## config.mk

```make
export PLATFORM = sky130hd
export DESIGN_NAME = fetch_unit
export DESIGN_NICKNAME = d
export VERILOG_FILES = /design/src/rtl/fetch_unit.sv
export SDC_FILE = /design/constraint.sdc
export NUM_CORES = 1
export LEC_CHECK = 0
export BUFFER_PORTS_ARGS = -buffer_cell sky130_fd_sc_hd__buf_4
export CAP_MARGIN = 5
export CORE_ASPECT_RATIO = 0.5
export CORE_MARGIN = 1.5
export CORE_UTILIZATION = 47
export CTS_BUF_LIST = sky130_fd_sc_hd__clkbuf_2 sky130_fd_sc_hd__clkbuf_4 sky130_fd_sc_hd__clkbuf_8
export CTS_CLUSTER_DIAMETER = 40
export CTS_CLUSTER_SIZE = 8
export DETAILED_ROUTE_END_ITERATION = 12
export PLACE_DENSITY = 0.78
export REMOVE_ABC_BUFFERS = 1
export SYNTH_ARGS = -nofsm -noshare
export SYNTH_HDL_FRONTEND = slang
export SYNTH_SLANG_ARGS = --single-unit
```

## constraint.sdc

```tcl
create_clock -name clk -period 1.8 [get_ports clk]
set_input_delay 0.09 -clock clk [delete_from_list [all_inputs] [get_ports clk]]
set_output_delay 0.09 -clock clk [all_outputs]
set_load 0.01 [all_outputs]
```

## src/rtl/fetch_unit.sv

```systemverilog
// Instruction fetch stage: owns the PC, drives a single-port memory with one-cycle
// read latency and hands each word to decode over a valid/ready handshake.
module fetch_unit #(
    parameter int unsigned        ADDR_W    = 16,
    parameter int unsigned        DATA_W    = 16,
    parameter int unsigned        MEM_DEPTH = 1000,
    parameter logic [ADDR_W-1:0]  RESET_PC  = '0
) (
    input  logic              clk,
    input  logic              rst_n,
    input  logic              halt,
    input  logic              redirect_valid,
    input  logic [ADDR_W-1:0] redirect_pc,
    output logic [ADDR_W-1:0] mem_addr,
    output logic              mem_we,
    input  logic [DATA_W-1:0] mem_rdata,
    output logic              instr_valid,
    input  logic              instr_ready,
    output logic [DATA_W-1:0] instr,
    output logic [ADDR_W-1:0] instr_pc,
    output logic              fetch_err,
    output logic [15:0]       fetch_count
);

    localparam logic [ADDR_W-1:0] LAST_PC = ADDR_W'(MEM_DEPTH - 1);

    typedef enum logic [1:0] {
        S_IDLE,
        S_ISSUE,
        S_WAIT,
        S_FULL
    } state_e;

    state_e            state_q, state_d;
    logic [ADDR_W-1:0] pc_q, pc_d;
    logic [DATA_W-1:0] instr_q, instr_d;
    logic [ADDR_W-1:0] instr_pc_q, instr_pc_d;
    logic              valid_q, valid_d;
    logic              err_q, err_d;
    logic [15:0]       count_q, count_d;

    logic [ADDR_W-1:0] pc_inc;
    logic              redirect_oob;

    assign pc_inc       = (pc_q == LAST_PC) ? '0 : pc_q + 1'b1;
    assign redirect_oob = redirect_pc > LAST_PC;

    always_comb begin
        state_d    = state_q;
        pc_d       = pc_q;
        instr_d    = instr_q;
        instr_pc_d = instr_pc_q;
        valid_d    = valid_q;
        err_d      = err_q;
        count_d    = count_q;

        case (state_q)
            S_IDLE: begin
                if (!halt) state_d = S_ISSUE;
            end
            S_ISSUE: begin
                state_d = S_WAIT;
            end
            S_WAIT: begin
                instr_d    = mem_rdata;
                instr_pc_d = pc_q;
                valid_d    = 1'b1;
                pc_d       = pc_inc;
                state_d    = S_FULL;
            end
            S_FULL: begin
                if (instr_ready) begin
                    count_d = count_q + 16'd1;
                    valid_d = 1'b0;
                    state_d = halt ? S_IDLE : S_ISSUE;
                end
            end
            default: state_d = S_IDLE;
        endcase

        // Redirect overrides the step above, but a handshake completing in FULL still counts.
        if (redirect_valid) begin
            instr_d    = instr_q;
            instr_pc_d = instr_pc_q;
            valid_d    = 1'b0;
            pc_d       = redirect_oob ? '0 : redirect_pc;
            if (redirect_oob) err_d = 1'b1;
            state_d    = halt ? S_IDLE : S_ISSUE;
        end
    end

    always_ff @(posedge clk or negedge rst_n) begin
        if (!rst_n) begin
            state_q    <= S_IDLE;
            pc_q       <= RESET_PC;
            instr_q    <= '0;
            instr_pc_q <= '0;
            valid_q    <= 1'b0;
            err_q      <= 1'b0;
            count_q    <= '0;
        end else begin
            state_q    <= state_d;
            pc_q       <= pc_d;
            instr_q    <= instr_d;
            instr_pc_q <= instr_pc_d;
            valid_q    <= valid_d;
            err_q      <= err_d;
            count_q    <= count_d;
        end
    end

    assign mem_addr    = pc_q;
    assign mem_we      = 1'b0;
    assign instr_valid = valid_q;
    assign instr       = instr_q;
    assign instr_pc    = instr_pc_q;
    assign fetch_err   = err_q;
    assign fetch_count = count_q;

endmodule

```

# Word level (Yosys, flattened, before mapping)
# Cells that the tools add are included.
# word_totals
reg_bits,68
input_bits,37
word_cells,37
output_inout_bits,67
# classes
bitwise_logic,1
n_reduce_logical,8
addsub,2
eq_ne,6
n_mux,12
n_lt_le_gt_ge,1
# ops
cell,n
2-to-1 mux 16 bit,4
adder 16 x 1 -> 16 bit (second input constant),2
== test 16 x 10 -> 1 bit (second input constant),1
> comparator 16 x 10 -> 1 bit (second input constant),1
AND reduction 2 bit,5
one-hot mux 2 bit (4 select lines),1
2-to-1 mux 2 bit,3
!= test 3 bit (second input constant),2
== test 2 bit (second input constant),2
2-to-1 mux 1 bit,3
nonzero test 3 bit,1
== test 2 x 1 -> 1 bit (second input constant),1
logical NOT 2 bit,1
one-hot mux 1 bit (2 select lines),1
nonzero test 2 bit,1
inverter 1 bit,1

# Depth between registers and ports, before layout
# logic_depth
ltp_word,4
ltp_mapped,7
mapped_depth_nobuf,6

# Worst setup path after synthesis
# OpenSTA, ideal clock, no wires.
# synth_timing
path_kind,register -> register
start,reg state_q[0]
end,"reg instr_q[13], in the netlist instr[13]"
synth_period_minus_slack_ns,1.721
path_stages_with_launch,7
arrival_time_ns,1.596
setup_ns,0.125
slack_ns,0.079
path_buffers,1
cell_sequence,dfrtp_1 -> inv_1 -> ha_1 -> inv_1 -> nor2_1 -> clkbuf_1 -> mux2_2
# synth_via
elab_chain_cells,2
# synth_lines
element,line,rtl
"start, declared",34,"state_e state_q, state_d;"
"start signal, assigned",102,state_q <= state_d;
== test 2 bit,57,case (state_q)
AND reduction 2 bit (no line),n/a,
"end signal, assigned",104,instr_q <= instr_d;
"end, declared",36,"logic [DATA_W-1:0] instr_q, instr_d;"
# Every way passes these cells.
# A chain may end at the register's enable or synchronous reset.

# Worst setup path after layout
# layout_timing
start,"reg pc_q[1], in the netlist mem_addr[1]"
end,"reg pc_q[1], in the netlist mem_addr[1]"
# layout_via
elab_chain_cells,4
elab_cells_between_ends,5
# layout_lines
element,line,rtl
"start, declared",35,"logic [ADDR_W-1:0] pc_q, pc_d;"
"start signal, assigned",103,pc_q <= pc_d;
adder 16 x 1 -> 16 bit or == test 16 x 10 -> 1 bit (tied branches),45,assign pc_inc = (pc_q == LAST_PC) ? '0 : pc_q + 1'b1;
2-to-1 mux 16 bit *,45,
2-to-1 mux 16 bit *,57,
2-to-1 mux 16 bit *,82,if (redirect_valid) begin
# Mark *: on every way between the ends. The rest lies on a longest branch, timed or not. The select of a mux whose other input is x is not followed.

==> summary.txt <==
Placed design
  – Port Buffers: 102
  – HPWL after DPL: 5970 µm
  – RePlAce Congestion: 0.938
  – Pre-CTS WS: 0.0459 ns
  – Placed insts: 474

Logic synthesis
  – Post-synth ARST share: 100%
  – Post-synth EDFFs: 0
  – Mapped Area: 3200 µm²
  – Mapped Cells: 273
  – Syn. warnings: 0
  – Avg Cell Area, Syn: 11.7 µm²
  – Prevailing post-synth register cell: dfrtp_1
  – Number of synthesized register bits: 68
  – Synth cell types: 47
  – Seq/Total Area, Yosys: 53.2%

Flow run
  – Max_cap viols: 0

Route
  – Drt initial violations: 187
  – Drt wl/cell: 16.5 µm
  – TritonRoute pass-1 iters: 4
  – Post-route DRC: 0
  – Via Count: 2,851
  – Antenna Nets Post-Route: 0
  – Vias/cell: 5.46
  – Total wire length: 8610 µm

Timing
  – RSZ-0062 raised after global routing: yes
  – Final WS setup: 0.0428 ns
  – Hold_ws: 0.0225 ns
  – Peak Freq: 569 MHz
  – Clock Skews: 0.00682 ns
  – Final count of hold timing violations: 0
  – Setup violators final: 0
  – Final worst path period need: 1.76 ns
  – Final period utilization: 97.6%
  – Final Max Tran Viols: 0

Setup path
  – Critical setup path kind: reg -> reg
  – Crit path DAT: 1.98 ns
  – CP Max Fanout: 5
  – Worst Path Buf+Inv: 0
  – CP peak stage delay: 0.39 ns
  – Setup crit start kind: register
  – CP Capture Type: register
  – Worst path slowest cell: dfrtp_1
  – Worst path depth: 5
  – Top delay family on crit path: simple AND/OR/NAND/NOR gates
  – Crit-path cells: ha_2 > and4_1 > nand4_1 > and2_4 > a221o_1
  – Reg2reg path depth: 5
  – Worst Path Required: 2.03 ns

GRT
  – Largest net degree at the start of global routing: 37
  – Global-route wire length before repair: 13,300 µm
  – Initial antenna violation count: 0
  – Vias in the first global route: 2,733
  – Gr usage total: 24.1%
  – Gr ovfl total: 0

Clock tree
  – H-tree depth: 3
  – Clock latency on the worst-skew pair: 0.35 ns
  – CTS Buf Count: 9
  – Clock buffer depth: 2
  – Sink Count: 68
  – CTS tree: done
  – CTS clk-pin slew, worst paths: 0.08 ns
  – Root Driver: clkbuf_8

Hold path
  – WHS Path Cells: 2
  – Hold crit path type: in -> reg

Finish
  – Area grow syn2layout: 51.3%
  – Nets: 472
  – Ant diodes: 0
  – Filler instances: 420
  – Fraction of layout cells with a size suffix above 1: 44.9%
  – Final cell utilization of the core: 76.7%
  – Post-route non-filler standard cell count: 522

Die
  – Starting Density: 50.7%
  – Std-Cell Core Area: 6310 µm²
  – Die Ht: 61.3 µm
  – Cell Rows: 20
  – Die X: 120 µm
  – Die area: 7330 µm²
  – I/O pin cnt: 104

Power and ir drop
  – P per Cell Area: 1110 nW/µm²
  – Peak VDD IR: 0.834 mV
  – Lkg Pwr: 2.32 nW

Status
  – Status: finished, final reports clean
## flip-flops by register name (all words and copies together), names as in the netlist
name,count
state_q,2
instr,16
fetch_count,16
instr_valid,1
mem_addr,16
instr_pc,16
fetch_err,1
## through the flow
step / power (mW) / instance area, µm² / TNS, ns
detailed placement: 3.76 / 4230 / 0
floorplan: 2.87 / 3140 / -55.99
CTS: 5.36 / 4740 / 0
global placement: 3.67 / 4230 / 0
global route: 5.66 / 4840 / -0.0916
finish: 5.37 / 4840 / 0
## layout by cell type, fill, tap and decap left out, types with 5 or more instances in the layout
master         netlist  layout
a21oi_1              6       6
xor2_1               5       5
clkbuf_8             0      10
nand2_1             17      17
nand3_1              8       8
a221o_1              6       6
xnor2_1             11      11
nor2_1              15      14
buf_4                1     126
inv_1                7       7
nand4_1              6       6
mux2_2              34      34
and3_1               6       6
a31oi_1              5       5
dlygate4sd3_1        0      26
and4_1               6       6
dfrtp_1             68      65
## synthesized netlist by cell type, types with 6 or more instances
library cell	number	area [µm²]
and4_1	6	52.6
nand4_1	6	37.5
nand2_1	17	63.8
mux2_2	34	383
ha_1	6	75.1
a221o_1	6	60.1
nor2_1	15	56.3
dfrtp_1	68	1700
xnor2_1	11	96.3
and3_1	6	37.5
nor4_1	6	37.5
nand3_1	8	40.0
inv_1	7	26.3
a21oi_1	6	30.0
## cells by family (layout without fill, tap and decap cells)
family / after synthesis / count (layout) / share of synthesized area (%)
simple gates: 86 / 86 / 15.0
flops: 68 / 68 / 53.2
compound gates: 41 / 41 / 9.59
mux: 37 / 37 / 12.9
xor+xnor: 16 / 16 / 4.39
other cells: 1 / 1 / 0.117
buf+inv: 18 / 179 / 2.43
fa+ha+maj: 6 / 6 / 2.35
## final timing paths
check                               start          end  slack (ns)
max                           mem_addr[1]  mem_addr[1]        0.04
min                        redirect_pc[9]  mem_addr[9]        0.02
max reg2reg                   mem_addr[1]  mem_addr[1]        0.04
min reg2reg                     fetch_err    fetch_err        0.46
max in group asynchronous           rst_n  instr_pc[6]        1.03
min in group asynchronous           rst_n  instr_valid        0.24
## worst reg2reg max path, stage by stage (launching register included)
cell	delay, ns
dfrtp_1	0.39
ha_2	0.23
and4_1	0.22
nand4_1	0.18
and2_4	0.25
a221o_1	0.35
## where the power goes
part / switching, mW / internal (mW) / total, mW / leakage, nW
clock network: 0.576 / 0.957 / 1.53 / 0.122
registers: 0.231 / 1.86 / 2.09 / 0.897
logic: 0.766 / 0.981 / 1.75 / 1.30
## metal layers
layer,up-vias,wire length (µm),global-route usage (%)
li1,1311,-,-
met1,1410,3490,29.3
met2,114,4430,41.8
met3,16,559,7.22
met4,0,135,9.86
met5,-,0,0
## area by class of cell
type	count	area [µm²]	share of cell area, %
clock buffer	10	138	2.85
clock inverter	6	111	2.30
inverter	7	26.3	0.543
multi-input combinational	187	1450	30.1
sequential	68	1710	35.3
tap	88	110	2.28
timing repair buffer	156	1290	26.7
## timing repair
item / 4_1_cts / 5_1_grt
hold buffers: 26 / 0
cloned: 0 / 1
gates resized for setup: 2 / 9
buffers inserted: 0 / 5
hold endpoints to repair: 59 / 0
pin swaps: 0 / 2
setup endpoints to repair: 1 / 32
Power figures use the tool's default switching activity.
